**src/rtl/ram_arbiter.sv**
```systemverilog
// ram_arbiter: shares one single-port ram between the instruction-fetch (IF)
// and load/store (D) ports, with a single transaction in flight. Byte-masked
// stores are performed as read-modify-write because the ram only writes whole words.
// Optional feature macro: RAM_ARB_ROUND_ROBIN_EN (round-robin arbitration on
// contention); when it is undefined, D has fixed priority over IF.
module ram_arbiter #(
    parameter int unsigned WORDSIZE = 4,
    parameter int unsigned MEMSIZE  = 32 * 1024,
    localparam int unsigned DW      = WORDSIZE * 8,
    localparam int unsigned AW      = $clog2(MEMSIZE)
) (
    input  logic                clock,
    input  logic                reset_n,
    input  logic                if_req_valid,
    output logic                if_req_ready,
    input  logic [AW-1:0]       if_addr,
    output logic                if_rsp_valid,
    output logic [DW-1:0]       if_rsp_data,
    input  logic                d_req_valid,
    output logic                d_req_ready,
    input  logic                d_req_we,
    input  logic [WORDSIZE-1:0] d_req_be,
    input  logic [AW-1:0]       d_addr,
    input  logic [DW-1:0]       d_wdata,
    output logic                d_rsp_valid,
    output logic [DW-1:0]       d_rsp_data,
    output logic                mem_read_en,
    output logic                mem_write_en,
    output logic [AW-1:0]       mem_address,
    output logic [DW-1:0]       mem_data_i,
    input  logic [DW-1:0]       mem_data_o
);

    typedef enum logic [1:0] {IDLE, RD_WAIT, RMW, ACK} state_t;
    typedef enum logic {OWN_D, OWN_IF} owner_t;

    state_t              state_q, state_d;
    owner_t              owner_q, owner_d;
    owner_t              last_grant_q, last_grant_d;
    logic [AW-1:0]       addr_q, addr_d;
    logic [WORDSIZE-1:0] be_q, be_d;
    logic [DW-1:0]       wdata_q, wdata_d;
    logic                if_rsp_valid_q, if_rsp_valid_d;
    logic [DW-1:0]       if_rsp_data_q, if_rsp_data_d;
    logic                d_rsp_valid_q, d_rsp_valid_d;
    logic [DW-1:0]       d_rsp_data_q, d_rsp_data_d;

    logic                grant_d, grant_if;
    logic [DW-1:0]       merged;

    // Arbitration between the two requesters; only meaningful in IDLE.
    always_comb begin
`ifdef RAM_ARB_ROUND_ROBIN_EN
        grant_d = d_req_valid && (!if_req_valid || (last_grant_q == OWN_IF));
`else
        grant_d = d_req_valid;
`endif
        grant_if = if_req_valid && !grant_d;
    end

    // Byte merge of latched store data over the word read back from ram.
    always_comb begin
        merged = '0;
        for (int unsigned i = 0; i < WORDSIZE; i++) begin
            merged[i*8 +: 8] = be_q[i] ? wdata_q[i*8 +: 8] : mem_data_o[i*8 +: 8];
        end
    end

    // Next-state, handshake and ram control decode.
    always_comb begin
        state_d        = state_q;
        owner_d        = owner_q;
        last_grant_d   = last_grant_q;
        addr_d         = addr_q;
        be_d           = be_q;
        wdata_d        = wdata_q;
        if_rsp_valid_d = 1'b0;
        if_rsp_data_d  = if_rsp_data_q;
        d_rsp_valid_d  = 1'b0;
        d_rsp_data_d   = d_rsp_data_q;
        if_req_ready   = 1'b0;
        d_req_ready    = 1'b0;
        mem_read_en    = 1'b0;
        mem_write_en   = 1'b0;
        mem_address    = '0;
        mem_data_i     = '0;

        case (state_q)
            IDLE: begin
                if (reset_n && grant_d) begin
                    d_req_ready  = 1'b1;
                    owner_d      = OWN_D;
                    last_grant_d = OWN_D;
                    addr_d       = d_addr;
                    be_d         = d_req_be;
                    wdata_d      = d_wdata;
                    mem_address  = d_addr;
                    if (!d_req_we) begin
                        mem_read_en = 1'b1;
                        state_d     = RD_WAIT;
                    end else if (&d_req_be) begin
                        mem_write_en  = 1'b1;
                        mem_data_i    = d_wdata;
                        state_d       = ACK;
                        d_rsp_valid_d = 1'b1;
                        d_rsp_data_d  = '0;
                    end else if (|d_req_be) begin
                        mem_read_en = 1'b1;
                        state_d     = RMW;
                    end else begin
                        mem_address   = '0;
                        state_d       = ACK;
                        d_rsp_valid_d = 1'b1;
                        d_rsp_data_d  = '0;
                    end
                end else if (reset_n && grant_if) begin
                    if_req_ready = 1'b1;
                    owner_d      = OWN_IF;
                    last_grant_d = OWN_IF;
                    addr_d       = if_addr;
                    mem_address  = if_addr;
                    mem_read_en  = 1'b1;
                    state_d      = RD_WAIT;
                end
            end
            RD_WAIT: begin
                state_d = IDLE;
                if (owner_q == OWN_IF) begin
                    if_rsp_valid_d = 1'b1;
                    if_rsp_data_d  = mem_data_o;
                end else begin
                    d_rsp_valid_d = 1'b1;
                    d_rsp_data_d  = mem_data_o;
                end
            end
            RMW: begin
                mem_write_en  = 1'b1;
                mem_address   = addr_q;
                mem_data_i    = merged;
                state_d       = ACK;
                d_rsp_valid_d = 1'b1;
                d_rsp_data_d  = '0;
            end
            ACK: begin
                state_d = IDLE;
            end
            default: begin
                state_d = IDLE;
            end
        endcase
    end

    // State and registered response outputs; reset drops any transaction in flight.
    always_ff @(posedge clock or negedge reset_n) begin
        if (!reset_n) begin
            state_q        <= IDLE;
            owner_q        <= OWN_D;
            last_grant_q   <= OWN_D;
            addr_q         <= '0;
            be_q           <= '0;
            wdata_q        <= '0;
            if_rsp_valid_q <= 1'b0;
            if_rsp_data_q  <= '0;
            d_rsp_valid_q  <= 1'b0;
            d_rsp_data_q   <= '0;
        end else begin
            state_q        <= state_d;
            owner_q        <= owner_d;
            last_grant_q   <= last_grant_d;
            addr_q         <= addr_d;
            be_q           <= be_d;
            wdata_q        <= wdata_d;
            if_rsp_valid_q <= if_rsp_valid_d;
            if_rsp_data_q  <= if_rsp_data_d;
            d_rsp_valid_q  <= d_rsp_valid_d;
            d_rsp_data_q   <= d_rsp_data_d;
        end
    end

    assign if_rsp_valid = if_rsp_valid_q;
    assign if_rsp_data  = if_rsp_data_q;
    assign d_rsp_valid  = d_rsp_valid_q;
    assign d_rsp_data   = d_rsp_data_q;

endmodule

```
**config.mk**
```make
export PLATFORM = sky130hd
export DESIGN_NAME = ram_arbiter
export DESIGN_NICKNAME = d
export VERILOG_FILES = /design/src/rtl/ram_arbiter.sv
export SDC_FILE = /design/constraint.sdc
export NUM_CORES = 1
export LEC_CHECK = 0
export ABC_AREA = 1
export CAP_MARGIN = 20
export CORE_UTILIZATION = 45
export DETAILED_ROUTE_END_ITERATION = 8
export PLACE_DENSITY_LB_ADDON = 0.08
export SLEW_MARGIN = 20
export SYNTH_ARGS = -nofsm -noshare
export SYNTH_HDL_FRONTEND = slang
export SYNTH_SLANG_ARGS = --single-unit
export TNS_END_PERCENT = 10
```
**constraint.sdc**
```tcl
create_clock -name clock -period 2 [get_ports clock]
set_input_delay 0.3 -clock clock [delete_from_list [all_inputs] [get_ports clock]]
set_output_delay 0.3 -clock clock [all_outputs]
set_load 0.05 [all_outputs]
```
==> impl_metrics.json <==
{
  "outcome": "complete, but fails checks",
  "violations": "negative setup slack",
  "setup_tns_ns": -9.67,
  "reg2regPathDepth": 10,
  "drv_cap": 0,
  "cp_max_fo": 9,
  "drive_above_1_share_pct": 21.0,
  "start_util_pct": 46.1,
  "timing.rr.end": "d_rsp_data[17]",
  "avgSynthCellArea_sq_um": 7.74,
  "syn-cell-area_sq_um": 5810,
  "dp_hpwl_mm": 13.2,
  "vias": 6379,
  "nets": 1117,
  "via_per_inst": 5.34,
  "syn-num-nets": 858,
  "place_inst": 1146,
  "diodes": 0,
  "ys_async_sr_fraction_pct": 100,
  "ir_worst_vdd_v": 0.000926,
  "drc_errors": 0,
  "crit_path_start_kind": "flip-flop",
  "wirelength_mm": 20.1,
  "finalCoreUtilization_pct": 79.5,
  "period_minus_slack_ns": 2.25,
  "hold_viol": 0,
  "floorplan.die_area_sq_um": 13400,
  "fin_skew_ns": 0.00680,
  "tightest_slew_ns": 0.848,
  "die_w_microns": 116,
  "post_drt_wl_per_cell_microns": 16.8,
  "required_ns": 1.70,
  "p_leak_uw": 0.00471,
  "grt_pass1_vias": 6182,
  "port_buffers": 219,
  "criticalPathCategory": "flip-flop to primary output",
  "p_per_area_nw_per_um2": 1630,
  "htree_levels": 4,
  "synth_edf_count": 0,
  "nFillCells": 835,
  "grt-ovfl-total": 0,
  "final_cell_mix": "nand2_1, clkdlybuf4s50_1, dfrtp_1",
  "synth_cells": 751,
  "post-route-period-util_pct": 112,
  "clockBufferDepth": 2,
  "ys_ff_latch": 120,
  "fmax_ghz": 0.445,
  "startpoint": "state_q[1]",
  "r2r_start": "state_q[1]",
  "root_buffer": "clkbuf_16",
  "r2r_slack_ns": 0.07,
  "relSlewSlack_pct": 43.5,
  "crit_path_end": "mem_data_i[12]",
  "critical_path_arrival_ns": 1.95,
  "final_common_cell": "nand2_1",
  "cts-buffers-inserted": 17,
  "first_iter_violations": 505,
  "path_clk_slew_ns": 0.06,
  "fp-row-count": 41,
  "endpoint_kind": "primary output",
  "antenna_found_initial": 0,
  "cts.sinks": 120,
  "synth_area_leader_cell": "dfrtp_1",
  "synth.area.top_cells": "dfrtp_1, nand2_1, o21ai_0",
  "seq_area_sq_um": 3000,
  "dr.pass1.iters": 6,
  "grt_use_total_pct": 30.0,
  "netlist-cell-type-count": 22,
  "rsz0062_at_grt": "true",
  "ys_seq_area_share_pct": 51.7,
  "coreArea_sq_um": 12600,
  "synth_flop_cell": "dfrtp_1",
  "chipHeight_microns": 116,
  "multi_input_area_sq_um": 2570,
  "yosysWarnings": 0,
  "drv_slew": 0,
  "ios": 220,
  "place.gp.congestion": 0.886,
  "worst_slack_ns": -0.246,
  "ant_nets": 0,
  "layout.cells.non_filler": 1195,
  "syn_to_final_growth_pct": 72.7,
  "hp-class": "input pin to asynchronous set/reset pin",
  "cts_tree": "yes",
  "grt_start_max_net_pins": 67,
  "finalSetupViolCount": 50,
  "clock_latency_ns": 0.42,
  "synth_top_cell_area_share_pct": 51.7,
  "grt_pass1_wl_mm": 30.4
}
worst max-delay path, cell delays in order (launching register included):
cell	delay [ns]
dfrtp_1	0.40
buf_4	0.13
ha_2	0.20
inv_4	0.07
buf_12	0.14
a21oi_1	0.16
o21ai_1	0.14
o21ai_4	0.11
buf_12	0.15
metrics by stage:
stage	power [uW]	hold WS, ns	cell area (sq um)	worst slack [ns]
CTS	16000	0.0611	9820	-0.215
floorplan	9140	0.00441	5830	-0.367
global placement	12400	0.153	8940	-0.0745
global route	17200	0.0787	10000	-0.351
finish	16400	0.0506	10000	-0.246
detailed placement	12600	0.159	8940	-0.133
metal layers:
metal / GRT usage, % / share of wire, % / vias up
met1: 34.4 / 38 / 3061
met3: 9.10 / 8.7 / 40
met2: 52.5 / 51 / 315
met4: 11.7 / 2.3 / 0
li1: - / - / 2963
met5: 0 / 0 / -
cells by family (layout without fill, tap and decap cells):
kind of cell	after synthesis	count (layout)	share of synthesized area [%]
compound gates	166	166	15.0
fa+ha+maj	4	4	0.861
buf+inv	110	382	7.99
flops	120	120	51.7
simple gates	351	351	24.5
worst min path at each step:
| stage | startpoint | endpoint | slack [ns] | cells past startpoint |
|---|---|---|---|---|
| 3_5_place_dp | reset_n | addr_q[2] | 0.16 | 1 |
| 4_1_cts | reset_n | if_rsp_data[30] | 0.06 | 2 |
| 2_1_floorplan | reset_n | addr_q[0] | 0.004 | 0 |
| 5_1_grt | reset_n | if_rsp_data[30] | 0.08 | 2 |
| 6_report | reset_n | if_rsp_data[30] | 0.05 | 2 |
| 3_3_place_gp | reset_n | addr_q[11] | 0.15 | 1 |
flip-flops by register name (all words and copies together) (netlist names):
| signal | count |
|---|---|
| addr_q | 15 |
| owner_q | 1 |
| d_rsp_valid | 1 |
| state_q | 2 |
| wdata_q | 32 |
| be_q | 4 |
| if_rsp_data | 32 |
| d_rsp_data | 32 |
| if_rsp_valid | 1 |
final cells by class:
cell class,instances,area share (%)
Sequential cell,120,29.9
Inverter,62,2.49
Tap cell,172,2.14
Timing Repair Buffer,288,33.9
Multi-Input combinational cell,521,25.6
Clock inverter,11,1.21
Clock buffer,21,4.69
synthesized netlist by cell type (3+ instances only):
master / count
nand3_1: 36
clkbuf_1: 28
buf_6: 3
nand4_1: 15
dfrtp_1: 120
nor2_1: 6
o211ai_1: 15
buf_4: 4
buf_2: 11
a21oi_1: 33
ha_1: 4
o21ai_0: 116
inv_1: 60
nand2_1: 288
where the power goes:
part / leakage (uW) / switching (uW) / internal (uW)
Sequential: 0.00152 / 668 / 3460
Clock: 0.000278 / 1100 / 1930
Combinational: 0.00291 / 5760 / 3480
repair_timing:
action                                  CTS  global route
buffers inserted                          5             5
cloned                                    2             4
gates resized for setup                  54            41
pin swaps                                17            16
endpoints found under the setup margin   50            82
hold endpoints to repair                  8             0
hold buffers                              1             0
(Power assumes the default switching activity.)
